[config.mk]
export PLATFORM = sky130hd
export DESIGN_NAME = sim_axi_master
export DESIGN_NICKNAME = d
export VERILOG_FILES = /design/src/rtl/sim_axi_master.sv
export SDC_FILE = /design/constraint.sdc
export NUM_CORES = 1
export LEC_CHECK = 0
export BUFFER_PORTS_ARGS = -buffer_cell sky130_fd_sc_hd__buf_2
export CORE_AREA = 2 2 549 551
export DETAILED_ROUTE_END_ITERATION = 12
export DIE_AREA = 0 0 551 553
export GPL_ROUTABILITY_DRIVEN = 0
export PLACE_DENSITY = 0.3
export SLEW_MARGIN = 20
export SYNTH_ARGS = -nofsm -noshare
export SYNTH_HDL_FRONTEND = slang
export SYNTH_SLANG_ARGS = --single-unit
[constraint.sdc]
create_clock -name clk -period 4 [get_ports clk]
set_input_delay 1 -clock clk [delete_from_list [all_inputs] [get_ports clk]]
set_output_delay 1 -clock clk [all_outputs]
set_load 0.01 [all_outputs]
[src/rtl/sim_axi_master.sv]
// Simulation AXI4 master: writes burst_count INCR bursts of address-pattern data, then optionally reads them back.
// Optional SIM_AXI_MASTER_RDCHECK_EN: also count RDATA mismatches against the expected pattern.
module sim_axi_master #(
  parameter int DW = 512,
  parameter int AW = 64,
  parameter int IW = 4
) (
  input  logic            clk,
  input  logic            resetn,
  input  logic            start,
  input  logic [AW-1:0]   base_addr,
  input  logic [7:0]      burst_len,
  input  logic [15:0]     burst_count,
  input  logic            do_read,
  output logic            busy,
  output logic            done,
  output logic [15:0]     err_count,
  output logic [IW-1:0]   M_AXI_AWID,
  output logic [AW-1:0]   M_AXI_AWADDR,
  output logic [7:0]      M_AXI_AWLEN,
  output logic [2:0]      M_AXI_AWSIZE,
  output logic [1:0]      M_AXI_AWBURST,
  output logic            M_AXI_AWLOCK,
  output logic [3:0]      M_AXI_AWCACHE,
  output logic [2:0]      M_AXI_AWPROT,
  output logic            M_AXI_AWVALID,
  input  logic            M_AXI_AWREADY,
  output logic [DW-1:0]   M_AXI_WDATA,
  output logic [DW/8-1:0] M_AXI_WSTRB,
  output logic            M_AXI_WLAST,
  output logic            M_AXI_WVALID,
  input  logic            M_AXI_WREADY,
  input  logic [1:0]      M_AXI_BRESP,
  input  logic            M_AXI_BVALID,
  output logic            M_AXI_BREADY,
  output logic [IW-1:0]   M_AXI_ARID,
  output logic [AW-1:0]   M_AXI_ARADDR,
  output logic [7:0]      M_AXI_ARLEN,
  output logic [2:0]      M_AXI_ARSIZE,
  output logic [1:0]      M_AXI_ARBURST,
  output logic            M_AXI_ARLOCK,
  output logic [3:0]      M_AXI_ARCACHE,
  output logic [2:0]      M_AXI_ARPROT,
  output logic            M_AXI_ARVALID,
  input  logic            M_AXI_ARREADY,
  input  logic [DW-1:0]   M_AXI_RDATA,
  input  logic [1:0]      M_AXI_RRESP,
  input  logic            M_AXI_RLAST,
  input  logic            M_AXI_RVALID,
  output logic            M_AXI_RREADY
);
  localparam logic [2:0]    SIZE = 3'($clog2(DW/8));
  localparam logic [AW-1:0] STEP = AW'(DW/8);

  typedef enum logic [2:0] {S_IDLE, S_AWR, S_WDAT, S_BWAIT, S_AR, S_RDAT, S_FIN} state_t;

  state_t        state_q, state_d;
  logic [AW-1:0] cur_q, cur_d, base_q, base_d;
  logic [7:0]    len_q, len_d, beat_q, beat_d;
  logic [15:0]   cnt_q, cnt_d, burst_q, burst_d, bcnt_q, bcnt_d, err_q, err_d;
  logic          rd_q, rd_d, busy_q, busy_d, done_q, done_d, bready_q, bready_d;

  logic          b_hs, r_hs, last_beat, data_bad;
  logic [63:0]   addr64;
  logic [DW-1:0] pattern;
  logic [2:0]    err_inc;
  logic [16:0]   err_sum;

  // One address register serves as AW/W address in the write phase and AR/expected address in the read phase.
  assign addr64    = 64'(cur_q);
  assign pattern   = {(DW/64){addr64}};
  assign last_beat = (beat_q == len_q);
  assign b_hs      = M_AXI_BVALID & bready_q;
  assign r_hs      = (state_q == S_RDAT) & M_AXI_RVALID;

`ifdef SIM_AXI_MASTER_RDCHECK_EN
  assign data_bad = r_hs && (M_AXI_RDATA != pattern);
`else
  logic unused_rdata;
  assign unused_rdata = ^M_AXI_RDATA;
  assign data_bad     = 1'b0;
`endif

  assign err_inc = 3'(b_hs && (M_AXI_BRESP != 2'd0)) + 3'(r_hs && (M_AXI_RRESP != 2'd0))
                 + 3'(r_hs && (M_AXI_RLAST != last_beat)) + 3'(data_bad);
  assign err_sum = {1'b0, err_q} + 17'(err_inc);

  always_comb begin
    state_d  = state_q;
    cur_d    = cur_q;
    base_d   = base_q;
    len_d    = len_q;
    cnt_d    = cnt_q;
    rd_d     = rd_q;
    beat_d   = beat_q;
    burst_d  = burst_q;
    bcnt_d   = bcnt_q + 16'(b_hs);
    err_d    = err_sum[16] ? 16'hFFFF : err_sum[15:0];
    busy_d   = busy_q;
    done_d   = 1'b0;
    bready_d = 1'b1;
    case (state_q)
      S_IDLE: if (start) begin
        cur_d   = base_addr;
        base_d  = base_addr;
        len_d   = burst_len;
        cnt_d   = burst_count;
        rd_d    = do_read;
        beat_d  = '0;
        burst_d = '0;
        bcnt_d  = '0;
        err_d   = '0;
        busy_d  = 1'b1;
        state_d = (burst_count == 16'd0) ? S_FIN : S_AWR;
      end
      S_AWR: if (M_AXI_AWREADY) begin
        beat_d  = '0;
        state_d = S_WDAT;
      end
      S_WDAT: if (M_AXI_WREADY) begin
        cur_d = cur_q + STEP;
        if (last_beat) begin
          beat_d  = '0;
          burst_d = burst_q + 16'd1;
          state_d = (burst_q + 16'd1 == cnt_q) ? S_BWAIT : S_AWR;
        end else begin
          beat_d = beat_q + 8'd1;
        end
      end
      S_BWAIT: if (bcnt_q == cnt_q) begin
        cur_d   = base_q;
        burst_d = '0;
        state_d = rd_q ? S_AR : S_FIN;
      end
      S_AR: if (M_AXI_ARREADY) begin
        beat_d  = '0;
        state_d = S_RDAT;
      end
      S_RDAT: if (M_AXI_RVALID) begin
        cur_d = cur_q + STEP;
        if (last_beat) begin
          beat_d  = '0;
          burst_d = burst_q + 16'd1;
          state_d = (burst_q + 16'd1 == cnt_q) ? S_FIN : S_AR;
        end else begin
          beat_d = beat_q + 8'd1;
        end
      end
      S_FIN: begin
        done_d  = 1'b1;
        busy_d  = 1'b0;
        state_d = S_IDLE;
      end
      default: state_d = S_IDLE;
    endcase
  end

  always_ff @(posedge clk or negedge resetn) begin
    if (!resetn) begin
      state_q  <= S_IDLE;
      cur_q    <= '0;
      base_q   <= '0;
      len_q    <= '0;
      cnt_q    <= '0;
      rd_q     <= 1'b0;
      beat_q   <= '0;
      burst_q  <= '0;
      bcnt_q   <= '0;
      err_q    <= '0;
      busy_q   <= 1'b0;
      done_q   <= 1'b0;
      bready_q <= 1'b0;
    end else begin
      state_q  <= state_d;
      cur_q    <= cur_d;
      base_q   <= base_d;
      len_q    <= len_d;
      cnt_q    <= cnt_d;
      rd_q     <= rd_d;
      beat_q   <= beat_d;
      burst_q  <= burst_d;
      bcnt_q   <= bcnt_d;
      err_q    <= err_d;
      busy_q   <= busy_d;
      done_q   <= done_d;
      bready_q <= bready_d;
    end
  end

  assign busy          = busy_q;
  assign done          = done_q;
  assign err_count     = err_q;
  assign M_AXI_AWID    = '0;
  assign M_AXI_AWADDR  = cur_q;
  assign M_AXI_AWLEN   = len_q;
  assign M_AXI_AWSIZE  = SIZE;
  assign M_AXI_AWBURST = 2'b01;
  assign M_AXI_AWLOCK  = 1'b0;
  assign M_AXI_AWCACHE = '0;
  assign M_AXI_AWPROT  = '0;
  assign M_AXI_AWVALID = (state_q == S_AWR);
  assign M_AXI_WDATA   = pattern;
  assign M_AXI_WSTRB   = '1;
  assign M_AXI_WLAST   = last_beat;
  assign M_AXI_WVALID  = (state_q == S_WDAT);
  assign M_AXI_BREADY  = bready_q;
  assign M_AXI_ARID    = '0;
  assign M_AXI_ARADDR  = cur_q;
  assign M_AXI_ARLEN   = len_q;
  assign M_AXI_ARSIZE  = SIZE;
  assign M_AXI_ARBURST = 2'b01;
  assign M_AXI_ARLOCK  = 1'b0;
  assign M_AXI_ARCACHE = '0;
  assign M_AXI_ARPROT  = '0;
  assign M_AXI_ARVALID = (state_q == S_AR);
  assign M_AXI_RREADY  = (state_q == S_RDAT);
endmodule

==> results of run 1 <==
## placed cells by master, fill, tap and decap left out, drive strengths merged, types with 45 or more instances in the layout
master / count
buf: 848
dfrtp: 215
o21ai: 126
nand2: 105
conb: 99
mux2: 92
a21oi: 86
nor2: 84
and3: 50
nand3: 48
clkbuf: 45
## metrics by stage
step	utilization, %	hold WS, ns	setup slack [ns]	instances
6_report	7.48	0.406	0.587	6133
2_1_floorplan	-	0.471	0.770	2016
3_5_place_dp	7.15	0.495	0.484	6063
5_1_grt	7.47	0.426	0.304	6116
3_3_place_gp	7.15	0.489	0.454	6063
4_1_cts	7.47	0.391	0.525	6115
## layout make-up
cell class                      instances  area share (%)
Multi-Input combinational cell       1020            28.7
Sequential cell                       215            24.1
Tap cell                             3958            22.1
Timing Repair Buffer                  848            20.2
Clock buffer                           45            4.10
Inverter                               22           0.369
Clock inverter                          7           0.229
Antenna cell                           18           0.201
## per-layer routing
metal  GRT usage, %  up-vias  part of all wire, %
li1               -     6288                    -
met2           9.88      842                   48
met5              0        -                 0.28
met3           1.94      154                  9.2
met4           1.12       44                  2.2
met1           6.68     6672                   40
## critical path: stages, from the launching register on
cell     delay, ns
dfrtp_1       0.45
xnor2_1       0.19
nand4_1       0.17
nor2_1        0.30
xor2_1        0.19
nand3_1       0.12
fa_1          0.50
inv_1         0.04
ha_1          0.22
fa_1          0.41
buf_4         0.18
and3_1        0.19
nand2_1       0.08
xor2_1        0.14
a21oi_1       0.08
## sequential cells by signal (all words and copies together), names as in the netlist
signal / count
busy: 1
rd_q: 1
state_q: 3
err_count: 16
M_AXI_ARADDR: 64
bcnt_q: 16
base_q: 64
M_AXI_ARLEN: 8
done: 1
cnt_q: 16
burst_q: 16
M_AXI_BREADY: 1
beat_q: 8
## worst min-delay path by stage
stage,to,slack [ns],cells past startpoint
2_1_floorplan,burst_q[15],0.47,1
3_3_place_gp,base_q[31],0.49,1
3_5_place_dp,base_q[0],0.49,1
4_1_cts,M_AXI_ARLEN[5],0.39,1
5_1_grt,M_AXI_ARLEN[5],0.43,1
6_report,base_q[4],0.41,1
## where the power goes
group / switching [mW] / internal, mW / leakage [nW]
Sequential: 1.28 / 3.03 / 2.68
Clock: 1.14 / 1.56 / 0.475
Combinational: 6.80 / 4.02 / 6.12
Total: 9.22 / 8.61 / 9.28
## logic make-up (layout without fill, tap and decap cells)
logic type	count (synthesis)	count (layout)	share of synthesized area, %
adder cells (fa/ha/maj)	9	9	0.755
multiplexers	103	103	6.78
buffers and inverters	781	922	32.7
other	2	117	0.0444
XOR/XNOR	68	68	3.52
flip-flops	215	215	31.8
AO/OA/AOI/OAI	332	332	11.8
AND/OR/NAND/NOR	409	409	12.6
==> run metrics, run 1 <==
Max FO, Critical Path 6; Max Slew Vio Count 0; Tot GR Track Use 5.67%; vias in the first global route between 10000 and 15000; final WL 91400 um; share of layout cells above drive strength 1 between 40% and 50%; Mapped Cells approximately 1900; post-synthesis sequential area ratio 31.8%; Final Hold Viols 0; largest net degree at the start of global routing approximately 110; layout net count between 2000 and 3000; area of the multi-input gates between 6000 and 7000 sq um; Post-synth top cells buf_4, dfrtp_1, o21ai_0, nand2_1, mux2_2; library cells used by synthesis a little under 70; Synth-to-Final Area Change 32.3%; outcome completed; clock root cell clkbuf_16; Die Span Y 553 um; Cell Pwr Density around 800 nW/um^2; count leader, synth buf_4; die width 551 um; Final setup viols 0; DRT Pass-1 Iters 4; initial antenna violation count roughly 90; RR Endpoint err_count[10]; Setup crit start beat_q[4]; htree depth 1; Worst setup EP type flop; Max-Slew Margin vs Limit around 41%; nature of the critical path startpoint flop; worst vdd ir approximately 0.35 mV; Post-synth top flop dfrtp_1; CP endpoint err_count[10]; FFs w/ async S/R, synth 100%; number of synthesized register bits between 200 and 250; post-synth top area share between 30% and 40%; Synth area leader dfrtp_1; vias 14000; Ys Warns 0; Post-synth EDFFs 0; CTS tree done; Fmax 293 MHz; register area 5380 sq um; Pleak between 9 and 10 nW; r2r startpoint beat_q[4]; setup_tns 0 ns; Post-route DRC 0; I/O pin total ~1400; Post-CTS Repair Setup Buffers 0; synth top area cells dfrtp_1, buf_4, mux2_2, o21ai_0, a21oi_1; # port buffers a little under 800; class of the most critical setup path reg2reg; post-route clock period utilization a little under nine tenths; unrepaired setup endpoints after global routing false; Slew @ Worst Pin 0.892 ns; core area roughly 300000 sq um; Worst-path clk slew roughly 0.08 ns; number of gates resized after CTS 0; cts hold-fix bufs 0; Placement Cell Area approximately 21000 sq um; antenna-violating nets left 0; Arr. time, crit path between 3 and 4 ns; CP Data Required Time about 4.5 ns; routed len/inst approximately 15 um; CTS sink cnt 215; FF-to-FF path depth 14; Max Cap Viol 0; die area roughly 300000 sq um; fill count 35100; Final Instance Area approximately 22000 sq um; total power draw 17.8 mW; Post-Route Skew 0.0271 ns; initial core utilization 5.66%; Core Rows 201; Period minus WS final roughly 3.4 ns; detailed placement HPWL between 70000 and 80000 um; gr ovfl total 0; Skew-Pair Late Insertion Delay about 0.61 ns; CTS max path bufs 3; reg-to-reg slack, setup 0.59 ns; total CTS buffers 29; Hold Path Class in2async; Starting DRT DRC Count 607; Cell Area, Synth between 15000 and 20000 sq um; Avg Cell Area, Syn between 8 and 9 sq um; first-pass GRT wire length ~120000 um; Via density ~2.3
Note: power is estimated with default switching activity, not from simulation.
==> run 2, diff against run 1 <==
Settings changed: ABC_AREA set to 1, CORE_AREA 2 2 549 551 to 2 2 540 542, DIE_AREA 0 0 551 553 to 0 0 542 544, SKIP_LAST_GASP set to 1, TNS_END_PERCENT set to 20.
==> run 2 against run 1 <==
Core utilization up 0.60 points. Register-to-register slack worse by 0.37 ns. Sequential power is 2% lower. Routed wire length rose by 14%. Sequential share of layout area fell by 1.1 points. Worst hold slack improved by 0.0013 ns. Critical endpoint is now err_count[14].
==> run metrics, run 2 <==
outcome completed; Util after Layout 8.09%; Die Span Y ~540 um; worst path bufs/invs 7; total CTS buffers 28; Final Hold Viols 0; Skew-Pair Late Insertion Delay 0.61 ns; Cell Pwr Density about 770 nW/um^2; Max Cap Viol 0; sequential share of power about a quarter; Post-synth top cells buf_4, nand2_1, dfrtp_1, nor2_1, inv_1; antenna-violating nets left 0; CP Depth 24; Hold Path Class in2async; FFs w/ async S/R, synth between 90% and 100%; synth top area cells dfrtp_1, buf_4, nand2_1, nor2_1, inv_1; clock root cell clkbuf_16; die area between 200000 and 300000 sq um; Via density between 2 and 3; layout net count 3401; DP Cell Count around 6500; Starting DRT DRC Count 1051; routed len/inst 15.8 um; Pleak between 10 and 15 nW; share of layout cells above drive strength 1 between 30% and 40%; Setup WS post-layout between 0.2 and 0.25 ns; Synth-to-Final Area Change 31.3%; combinational fraction of design power 62.3%; Arr. time, crit path approximately 4.3 ns; Non-Filler Instances approximately 6600; Max Slew Vio Count 0; Slew @ Worst Pin between 1 and 1.5 ns; initial antenna violation count 83; crit-path cells or2_4 > nand3_2 > nor3_2 > nand2_2 > clkinvlp_4 > buf_12 > or2_2 > nand4_1 > buf_6 > fa_1 > inv_1 > ha_2 > fa_2 > nand3_4 > nor3b_4 > nand3_4 > nor2_4 > inv_2 > nor2_4 > buf_4 > nor2_1 > nand2_1 > nand2_1 > inv_1; class of the most critical setup path reg2reg; number of synthesized register bits around 220; largest net degree at the start of global routing 82; final WL ~100000 um; Mapped Cells 2513; Fmax between 200 and 300 MHz; worst vdd ir about 0.35 mV; CTS max path bufs 3; I/O pin total around 1400; FF-to-FF path depth 24; Avg Cell Area, Syn between 7 and 8 sq um; post-route clock period utilization between 90 and 100%; Synth area leader dfrtp_1; CP peak stage delay ~0.43 ns; initial core utilization slightly above 6%; total power draw ~18 mW; Tot GR Track Use between 6 and 7%; post-synth top area share 30.2%; first-pass GRT wire length between 100000 and 150000 um; Net Sw Power roughly 10 mW; Post-synth EDFFs 0; unrepaired setup endpoints after global routing true; Worst-path clk slew about 0.06 ns; Core Rows 198; Slowest cell on crit path dfrtp_1; setup_tns 0 ns; Crit path max-delay family simple AND/OR/NAND/NOR gates; CTS tree done; die width 542 um; vias about 17000; nature of the critical path startpoint flop; vias in the first global route 14200; Clock power frac 14.5%; CP Data Required Time roughly 4.5 ns; Place WS -0.263 ns; library cells used by synthesis 43; Ys Warns 0; commonest non-fill, non-tap cell in the layout buf_2; internal power 8.16 mW; Period minus WS final about 3.8 ns; Cell Area, Synth 17800 sq um; Final setup viols 0; post-synthesis sequential area ratio between 30% and 40%; Max FO, Critical Path 3; Post-synth top flop dfrtp_1; Post-Route Skew around 0.048 ns; Post-route DRC 0; Max-Slew Margin vs Limit between 30 and 40%; core area between 200000 and 300000 sq um; most frequent cells in the layout buf_2, nand2_1, dfrtp_1; count leader, synth buf_4; detailed placement HPWL about 84000 um; DRT Pass-1 Iters 5; # port buffers slightly below 800; sw frac between 50% and 60%; Worst setup EP type flop; CTS sink cnt roughly 220; htree depth 1; gr ovfl total 0
-- run 2: power groups by stage --
stage | Sequential (mW) | Combinational, mW | Clock (mW)
final | 4.22 | 11.3 | 2.62
after detailed placement | 4.35 | 11.7 | 0
after CTS | 4.31 | 11.7 | 2.76
after global routing | 4.41 | 12.5 | 2.82
after floorplan | 4.27 | 8.43 | 0
after global placement | 4.32 | 11.8 | 0
-- run 2: cell families (layout without fill, tap and decap cells) --
family	count (synthesis)	after routing	synth area share, %
adder cells (fa/ha/maj)	9	9	0.716
other	2	119	0.0421
XOR/XNOR	43	43	2.19
AND/OR/NAND/NOR	1084	1084	25.3
buffers and inverters	927	1116	34.0
flip-flops	215	215	30.2
AO/OA/AOI/OAI	233	233	7.57
-- run 2: cell type report --
class / count / area (sq um)
Fill cell: 34100 / 266000
Inverter: 186 / 704
Clock buffer: 48 / 857
Clock inverter: 3 / 40.0
Tap cell: 3800 / 4750
Sequential cell: 215 / 5380
Timing Repair Buffer: 879 / 4740
Multi-Input combinational cell: 1468 / 6870
Antenna cell: 20 / 50.0
-- run 2: repair_timing --
item                                   4_1_cts  5_1_grt
buffers inserted                             3        3
endpoints found under the hold margin        0        0
hold buffers                                 0        0
resized for setup                           12       24
pin swaps                                    4       12
setup endpoints to repair                   16       16
-- run 2: routing by layer --
layer | GRT usage (%) | part of all wire [%] | vias up
li1 | - | - | 7746
met1 | 8.57 | 44 | 7708
met2 | 11.2 | 46 | 971
met3 | 1.54 | 7.4 | 164
met4 | 1.34 | 2.3 | 36
met5 | 0 | 0.21 | -
-- run 2: worst paths after layout --
kind | from | to | slack, ns
worst max register to register | M_AXI_ARLEN[0] | err_count[14] | 0.22
worst max-delay path | M_AXI_ARLEN[0] | err_count[14] | 0.22
worst min-delay path | resetn | cnt_q[12] | 0.41
max in group asynchronous | resetn | base_q[50] | 2.67
min in group clk | base_q[54] | base_q[54] | 0.47
worst min register to register | base_q[54] | base_q[54] | 0.47
-- run 2: per-stage QoR --
| stage | hold slack (ns) | instance area, sq um |
|---|---|---|
| 2_1_floorplan | 0.437 | 18200 |
| 3_3_place_gp | 0.455 | 22300 |
| 3_5_place_dp | 0.458 | 22300 |
| 4_1_cts | 0.422 | 23200 |
| 5_1_grt | 0.462 | 23400 |
| 6_report | 0.408 | 23400 |
